$ cat src/rtl/traffic_pkg.sv
// Shared types and constants for the traffic-light sequencer and its tick divider.
package traffic_pkg;

   typedef enum logic [2:0] {
      MAIN_G   = 3'd0,
      MAIN_Y   = 3'd1,
      WALK     = 3'd2,
      SIDE_G   = 3'd3,
      SIDE_EXT = 3'd4,
      SIDE_Y   = 3'd5
   } state_t;

   localparam logic [2:0] LAMP_R = 3'b100;
   localparam logic [2:0] LAMP_Y = 3'b010;
   localparam logic [2:0] LAMP_G = 3'b001;

   localparam int DEF_T_BASE = 6;
   localparam int DEF_T_EXT  = 3;
   localparam int DEF_T_YEL  = 2;
   localparam int DEF_CNT_W  = 4;

endpackage

$ cat src/rtl/traffic_sequencer_if.sv
// Tick/sensor/walk inputs and lamp outputs of the traffic sequencer.
interface traffic_sequencer_if;
   logic       Tick;
   logic       Sensor;
   logic       Walk_Req;
   logic [2:0] Main_RYG;
   logic [2:0] Side_RYG;
   logic       Walk_Lamp;
   logic       Walk_Pending;

   modport master (
      output Tick, Sensor, Walk_Req,
      input  Main_RYG, Side_RYG, Walk_Lamp, Walk_Pending
   );

   modport slave (
      input  Tick, Sensor, Walk_Req,
      output Main_RYG, Side_RYG, Walk_Lamp, Walk_Pending
   );
endinterface

$ cat src/rtl/walk_latch.sv
// Pedestrian request latch: sync active-low reset, gated set, clear wins over set.
module walk_latch (
   input  logic clk,
   input  logic Reset_n,
   input  logic set,
   input  logic set_en,
   input  logic clr,
   output logic q
);
   logic pending_q, pending_d;

   always_comb begin
      pending_d = pending_q;
      if (set && set_en) pending_d = 1'b1;
      if (clr)           pending_d = 1'b0;
   end

   always_ff @(posedge clk) begin
      if (!Reset_n) pending_q <= 1'b0;
      else          pending_q <= pending_d;
   end

   assign q = pending_q;
endmodule

$ cat src/rtl/traffic_sequencer.sv
// Main/side-street light sequencer; phases are timed in Tick pulses.
//
// state    | meaning
// MAIN_G   | main green, side red, 2*T_BASE ticks
// MAIN_Y   | main yellow, side red, T_YEL ticks
// WALK     | all red, walk lamp on, T_EXT ticks
// SIDE_G   | side green, main red, T_BASE ticks
// SIDE_EXT | side green extension when a vehicle waits, T_EXT ticks
// SIDE_Y   | side yellow, main red, T_YEL ticks
module traffic_sequencer
   import traffic_pkg::*;
#(
   parameter int T_BASE = DEF_T_BASE,
   parameter int T_EXT  = DEF_T_EXT,
   parameter int T_YEL  = DEF_T_YEL,
   parameter int CNT_W  = DEF_CNT_W
) (
   input  logic                clk,
   input  logic                Reset_n,
   traffic_sequencer_if.slave  bus
);
   localparam logic [CNT_W-1:0] LAST_MAIN_G = CNT_W'(2*T_BASE - 1);
   localparam logic [CNT_W-1:0] LAST_SIDE_G = CNT_W'(T_BASE - 1);
   localparam logic [CNT_W-1:0] LAST_EXT    = CNT_W'(T_EXT - 1);
   localparam logic [CNT_W-1:0] LAST_YEL    = CNT_W'(T_YEL - 1);

   state_t           state_q, state_d;
   logic [CNT_W-1:0] cnt_q, cnt_d;
   logic [CNT_W-1:0] cnt_last;
   logic             expire;
   logic             walk_pending;
   logic             walk_clr;
   logic [2:0]       main_ryg, side_ryg;
   logic             walk_lamp;

   always_comb begin
      cnt_last = LAST_MAIN_G;
      case (state_q)
         MAIN_G:   cnt_last = LAST_MAIN_G;
         MAIN_Y:   cnt_last = LAST_YEL;
         WALK:     cnt_last = LAST_EXT;
         SIDE_G:   cnt_last = LAST_SIDE_G;
         SIDE_EXT: cnt_last = LAST_EXT;
         SIDE_Y:   cnt_last = LAST_YEL;
         default:  cnt_last = LAST_MAIN_G;
      endcase
   end

   assign expire = bus.Tick && (cnt_q == cnt_last);

   always_comb begin
      state_d  = state_q;
      cnt_d    = cnt_q;
      walk_clr = 1'b0;
      if (expire) begin
         cnt_d = '0;
         case (state_q)
            MAIN_G: state_d = MAIN_Y;
            MAIN_Y: begin
               if (walk_pending) begin
                  state_d  = WALK;
                  walk_clr = 1'b1;
               end else begin
                  state_d = SIDE_G;
               end
            end
            WALK:     state_d = SIDE_G;
            SIDE_G:   state_d = bus.Sensor ? SIDE_EXT : SIDE_Y;
            SIDE_EXT: state_d = SIDE_Y;
            SIDE_Y:   state_d = MAIN_G;
            default:  state_d = MAIN_G;
         endcase
      end else if (bus.Tick) begin
         cnt_d = cnt_q + 1'b1;
      end
   end

   always_ff @(posedge clk) begin
      if (!Reset_n) begin
         state_q <= MAIN_G;
         cnt_q   <= '0;
      end else begin
         state_q <= state_d;
         cnt_q   <= cnt_d;
      end
   end

   // Requests arriving while the walk phase is already running are not for a later cycle.
   walk_latch u_walk_latch (
      .clk     (clk),
      .Reset_n (Reset_n),
      .set     (bus.Walk_Req),
      .set_en  (state_q != WALK),
      .clr     (walk_clr),
      .q       (walk_pending)
   );

   always_comb begin
      main_ryg  = LAMP_R;
      side_ryg  = LAMP_R;
      walk_lamp = 1'b0;
      case (state_q)
         MAIN_G:   main_ryg = LAMP_G;
         MAIN_Y:   main_ryg = LAMP_Y;
         WALK:     walk_lamp = 1'b1;
         SIDE_G:   side_ryg = LAMP_G;
         SIDE_EXT: side_ryg = LAMP_G;
         SIDE_Y:   side_ryg = LAMP_Y;
         default:  main_ryg = LAMP_R;
      endcase
   end

   assign bus.Main_RYG     = main_ryg;
   assign bus.Side_RYG     = side_ryg;
   assign bus.Walk_Lamp    = walk_lamp;
   assign bus.Walk_Pending = walk_pending;
endmodule
$ cat src/flat_wrapper.sv
// flat-port wrapper written by rule: the top's interface ports become plain ports
module traffic_sequencer_flat import traffic_pkg::*;
#(
   parameter int T_BASE = DEF_T_BASE,
   parameter int T_EXT  = DEF_T_EXT,
   parameter int T_YEL  = DEF_T_YEL,
   parameter int CNT_W  = DEF_CNT_W
)
  (clk, Reset_n, bus_Tick, bus_Sensor, bus_Walk_Req, bus_Main_RYG, bus_Side_RYG, bus_Walk_Lamp, bus_Walk_Pending);
  traffic_sequencer_if bus_i ();
  input  logic clk;
  input  logic Reset_n;
  input wire logic [$bits(bus_i.Tick)-1:0] bus_Tick;
  input wire logic [$bits(bus_i.Sensor)-1:0] bus_Sensor;
  input wire logic [$bits(bus_i.Walk_Req)-1:0] bus_Walk_Req;
  output wire logic [$bits(bus_i.Main_RYG)-1:0] bus_Main_RYG;
  output wire logic [$bits(bus_i.Side_RYG)-1:0] bus_Side_RYG;
  output wire logic [$bits(bus_i.Walk_Lamp)-1:0] bus_Walk_Lamp;
  output wire logic [$bits(bus_i.Walk_Pending)-1:0] bus_Walk_Pending;
  assign bus_i.Tick = bus_Tick;
  assign bus_i.Sensor = bus_Sensor;
  assign bus_i.Walk_Req = bus_Walk_Req;
  assign bus_Main_RYG = bus_i.Main_RYG;
  assign bus_Side_RYG = bus_i.Side_RYG;
  assign bus_Walk_Lamp = bus_i.Walk_Lamp;
  assign bus_Walk_Pending = bus_i.Walk_Pending;
  traffic_sequencer #(.T_BASE(T_BASE), .T_EXT(T_EXT), .T_YEL(T_YEL), .CNT_W(CNT_W)) u_core (.clk(clk), .Reset_n(Reset_n), .bus(bus_i));
endmodule
$ cat config.mk
export PLATFORM = sky130hd
export DESIGN_NAME = traffic_sequencer_flat
export DESIGN_NICKNAME = d
export VERILOG_FILES = /design/src/rtl/traffic_pkg.sv /design/src/rtl/traffic_sequencer_if.sv /design/src/rtl/walk_latch.sv /design/src/rtl/traffic_sequencer.sv /design/src/flat_wrapper.sv
export SDC_FILE = /design/constraint.sdc
export NUM_CORES = 1
export LEC_CHECK = 0
export BUFFER_PORTS_ARGS = -buffer_cell sky130_fd_sc_hd__buf_2
export CAP_MARGIN = 5
export CORE_UTILIZATION = 40
export CTS_CLUSTER_DIAMETER = 150
export DETAILED_ROUTE_END_ITERATION = 12
export PLACE_DENSITY = 0.71
export SYNTH_ARGS = -nofsm -noshare
export SYNTH_HDL_FRONTEND = slang
export SYNTH_HIERARCHICAL = 1
export SYNTH_SLANG_ARGS = --single-unit
$ cat constraint.sdc
create_clock -name clk -period 1.6 [get_ports clk]
set_input_delay 0.24 -clock clk [delete_from_list [all_inputs] [get_ports clk]]
set_output_delay 0.24 -clock clk [all_outputs]
set_load 0.02 [all_outputs]
**Yosys cells after proc, flatten, opt, wreduce, memory -nomap -nowiden**

Index checks and enable logic that the tools add are counted.

- $add $sub $neg: 1
- Eq/ne operators: 7
- Muxes and demuxes: 10
- Bitwise gates (word level): 1
- Reduce and logical (&&, ||, !) cells: 8

Operator list:

| cell | number |
|---|---|
| $pmux 3 s5 | 1 |
| $pmux 3 s2 | 2 |
| $pmux 4 s3 | 1 |
| $reduce_or 2->1 | 5 |
| $eq 3x2->1 const B | 2 |
| $eq 3x3->1 const B | 2 |
| $mux 1 | 6 |
| $add 4x1->4 const B | 1 |
| $eq 4x4->1 | 1 |
| $eq 3x1->1 const B | 1 |
| $logic_not 3->1 | 1 |
| $ne 3x2->1 const B | 1 |
| $logic_and 1x1->1 | 2 |
| $not 1->1 | 1 |

- Register bits: 8
- Input port bits: 5
- Output and inout bits: 8

**Longest topological paths before layout**

- Depth after elaboration: 7
- Depth in mapped cells: 8
- Mapped depth without buffers: 6

**Hierarchy**

Netlist, hierarchy kept.

Modules (own cells, without submodules):

| module | instances | cells an instance | area each (µm²) |
|---|---|---|---|
| traffic_sequencer | 1 | 70 | 536.8 |
| walk_latch | 1 | 3 | 37.5 |

**Worst setup path after synthesis**

No wires, ideal clock.

- Path kind: register to output
- Start: register u_core.state_q[1]
- End: output port bus_Side_RYG[2]
- Data arrival time: 1,527 ps
- Required time: 1,360 ps
- Setup slack: -167 ps
- Stages on the path, launching flop included: 6
- Buffers on the path: 2
- Cell sequence: dfxtp_1 buf_2 buf_2 nand2_1 o21ai_0 nor2_1

- Longest elaborated chain between the ends: 3

RTL lines:

| element | line | source |
|---|---|---|
| start: declaration | traffic_sequencer.sv:27 | `state_t state_q, state_d;` |
| start signal: assignment | traffic_sequencer.sv:83 | `state_q <= state_d;` |
| $eq 3x2->1 or $eq 3x3->1 (tied branches) | traffic_sequencer.sv:102 | `case (state_q)` |
| $reduce_or 2->1 (no source line) | -- |  |
| $pmux 3 s2 * | traffic_sequencer.sv:102 |  |
| end: declaration | flat_wrapper.sv:17 | `output wire logic [$bits(bus_i.Side_RYG)-1:0] bus_Side_RYG;` |

Every way passes the cells marked *; elsewhere a longest branch is shown, timed or not.

**Worst setup path in the final report**

- Start: register u_core.state_q[1]
- End: register u_core.state_q[1]

- Longest elaborated chain between the ends: 5

RTL lines:

| element | line | source |
|---|---|---|
| $eq 3x1->1, or another cell as far along | traffic_sequencer.sv:38, traffic_sequencer.sv:57 |  |
| $reduce_or 2->1 (no source line) | -- |  |
| $pmux 4 s3 | traffic_sequencer.sv:38 | `case (state_q)` |
| $eq 4x4->1 | traffic_sequencer.sv:49 | `assign expire = bus.Tick && (cnt_q == cnt_last);` |
| $logic_and 1x1->1 | traffic_sequencer.sv:49 |  |

Several ways; a longest one is shown, not always the timed one.
A chain may end at the register's enable or synchronous reset.

==> impl_metrics.tcl <==
set metrics [dict create \
    gp_congestion 0.740 \
    drive_above_1_share 0.407 \
    hp-class "input pin to flip-flop" \
    grt_pass1_wl_mm 2.04 \
    final_hold_viol_count 0 \
    root_buffer "clkbuf_4" \
    fin_worst_skew_ps 5.24 \
    relSlewSlack 0.801 \
    final_nets 99 \
    initial_utilization 0.436 \
    antenna_left 0 \
    clkLatencyLatePin_ps 250 \
    grt_pass1_vias 505 \
    outcome "completed" \
    reg2reg_slack_ps 50 \
    max_freq_ghz 0.646 \
    slew_viol_final 0 \
    finalSetupViolCount 0 \
    synth_cells 73 \
    clock_sinks 8 \
    gr-usage-met3 0.0341 \
    num_vias 560 \
    ys_seq_elements 8 \
    netlist_area_um2 574 \
    min_to "u_core/u_walk_latch/q" \
    ys_warn_count 6 \
    port_buffers 12 \
    wl_per_cell_um 13.0 \
    syn_area_per_cell_um2 7.87 \
    ys_types 31 \
    die-area_um2 1590 \
    hp-start "bus_Walk_Req" \
    area_delta_synth_final_pct 32.5 \
    drcViolationCount 0 \
    cp-startpoint "u_core/state_q[1]" \
    power_leakage_nw 0.335 \
    final_core_util 0.577 \
    rows 13 \
    first_pass_iters 5 \
    path_depth 5 \
    core_area_um2 1320 \
    ff2ff_path_depth 5 \
    hpwl_um 993 \
    drv_cap 0 \
    path_max_fanout 8 \
    clkTransAtPathRegs_ps 50 \
    cp.required_ps 1730 \
    cts.htree.levels 1 \
    rsz0062_at_grt "true" \
    grt_max_degree 13 \
    crit_slowest_cell "dfxtp_4" \
    clockBufferDepth 2 \
    multi_input_area_um2 397 \
    ioPinCount 13 \
    power_density_nw_per_um2 548 \
    drt_wl_total_mm 1.38 \
    final.fill_count 121 \
    die_height_um 39.9 \
    arrival_ps 1680 \
    drt_iter0_markers 17 \
    grtUsageMet1 0.238 \
    syn_nets 79 \
    cts_tree "built" \
    worst_setup_path_start_kind "flip-flop" \
    min_period_ps 1550 \
    finalCritPeriodShare 0.967 \
    worst_setup_path_end_kind "flip-flop" \
    vias_per_cell 5.28 \
    crit_family "compound AO/OA/AOI/OAI gates" \
    grt.busiest_layer "met2" \
    die_x_um 39.9 \
    tightest_slew_ps 295 \
    hold_path_depth 3 \
    antenna_found_initial 0 \
    critPathKind "flip-flop to flip-flop" \
    max_stage_delay_ps 380 \
    regArea_um2 170 \
    crit_chain "and2_1, o211ai_1, a21oi_2, o211a_1, or3_1" \
    r2r_start "u_core/state_q[1]" \
    gr-total-overflow 0 \
    numCtsBuffers 3 \
    n_antenna_cell 0 \
    finalSetupTns_ps 0 \
    r2r-end "u_core/state_q[1]" \
    grt_usage 0.197 \
    ir_worst_vdd_mv 0.504 \
    seq_area_frac_synth 0.279 \
    met2_usage 0.323 \
    crit_buf_inv 0 \
]
[report_power, final]
group | internal (W) | switching [W] | total (W)
clock | 0.0000856 | 0.0000653 | 0.000151
sequential | 0.000204 | 0.00000789 | 0.000212
combinational | 0.0000270 | 0.0000267 | 0.0000537
[sequential cells by signal (all words and copies together), names as in the netlist]
signal                 cells
u_core/cnt_q               4
u_core/u_walk_latch/q      1
u_core/state_q             3
[cell families (layout without fill, tap and decap cells)]
| kind of cell | after synthesis | after routing | share of synthesized area |
|---|---|---|---|
| buf+inv | 9 | 27 | 0.0893 |
| fa+ha+maj | 1 | 1 | 0.0218 |
| xor+xnor | 4 | 4 | 0.0610 |
| simple gates | 35 | 35 | 0.342 |
| flops | 8 | 8 | 0.279 |
| mux | 5 | 5 | 0.0871 |
| compound gates | 11 | 11 | 0.120 |
[tightest hold or removal path, delay by kind of cell]
kind            cells  cell delay, ps
buf+inv             1              70
compound gates      1              70
simple gates        1             130
[stage by stage]
step	std cells	hold slack (ps)	power (W)	worst slack, ps	area [um2]
floorplan	73	397	0.000252	2.33	583
global placement	103	562	0.000269	38.6	693
detailed placement	103	562	0.000271	-8.35	693
CTS	106	304	0.000426	12.8	728
global route	106	334	0.000438	-17.3	761
finish	106	311	0.000417	53.2	761
[cell type report]
type / instances / area share
sequential: 8 / 0.224
inverter: 2 / 0.00987
timing repair buffer: 22 / 0.191
multi-input combinational: 56 / 0.521
clock buffer: 3 / 0.0296
tap: 15 / 0.0247
[layer usage]
layer	part of all wire	vias up
li1	-	291
met1	0.47	257
met2	0.50	10
met3	0.027	2
met4	0.0087	0
met5	0	-
[cells in the final DEF (no fill, tap or decap)]
cell,n
buf_6,2
nor3_1,2
a21oi_1,1
o211ai_1,2
nor2_4,1
o21ai_0,2
mux2i_1,5
or3_1,1
o21ai_2,1
buf_4,9
a21oi_2,2
nand2b_1,2
clkbuf_4,3
and2_1,1
and3_1,1
nor4_1,1
dfxtp_2,2
nand4_1,1
xor2_1,3
dfxtp_4,2
nand2_1,11
nand3_1,1
or2_4,1
xnor2_1,1
ha_1,1
nor4bb_2,1
nor4b_1,1
o21a_1,1
o211a_1,1
nor3_4,1
a31oi_1,1
dfxtp_1,4
inv_1,2
nor2_1,4
nor3b_2,1
nor3b_1,4
buf_2,11
[worst max-delay path by stage]
stage / to / slack [ps]
floorplan: u_core/u_walk_latch/q / 2
detailed placement: u_core/state_q[1] / -8
finish: u_core/state_q[1] / 50
CTS: bus_Main_RYG[1] / 10
global placement: u_core/state_q[0] / 40
global route: u_core/state_q[0] / -20
[synth_stat cells]
| cell type | instances | area share |
|---|---|---|
| a31oi_1 | 1 | 0.011 |
| clkbuf_1 | 1 | 0.0065 |
| nor4_1 | 1 | 0.011 |
| ha_1 | 1 | 0.022 |
| nand2b_1 | 2 | 0.022 |
| nor3b_1 | 4 | 0.052 |
| o211ai_1 | 2 | 0.026 |
| o21a_1 | 1 | 0.013 |
| or3_1 | 1 | 0.011 |
| and3_1 | 1 | 0.011 |
| o211a_1 | 1 | 0.017 |
| dfxtp_1 | 8 | 0.28 |
| nor2_1 | 5 | 0.033 |
| and2_1 | 1 | 0.011 |
| o21ai_0 | 3 | 0.026 |
| xor2_1 | 3 | 0.046 |
| nor3_2 | 1 | 0.017 |
| nand3_1 | 1 | 0.0087 |
| a21oi_1 | 3 | 0.026 |
| nor3_1 | 2 | 0.017 |
| buf_4 | 4 | 0.052 |
| nor3b_2 | 1 | 0.022 |
| nor4bb_1 | 1 | 0.017 |
| nand2_1 | 11 | 0.072 |
| inv_1 | 2 | 0.013 |
| nand4_1 | 1 | 0.011 |
| xnor2_1 | 1 | 0.015 |
| mux2i_1 | 5 | 0.087 |
| buf_2 | 2 | 0.017 |
| or2_2 | 1 | 0.011 |
| nor4b_1 | 1 | 0.015 |
[repair_timing]
action,CTS,global route
endpoints found under the setup margin,7,10
buffers inserted,0,0
hold buffers,0,0
resized for setup,5,10
pin swaps,0,3
No activity file was read; power rests on OpenSTA's default activity.
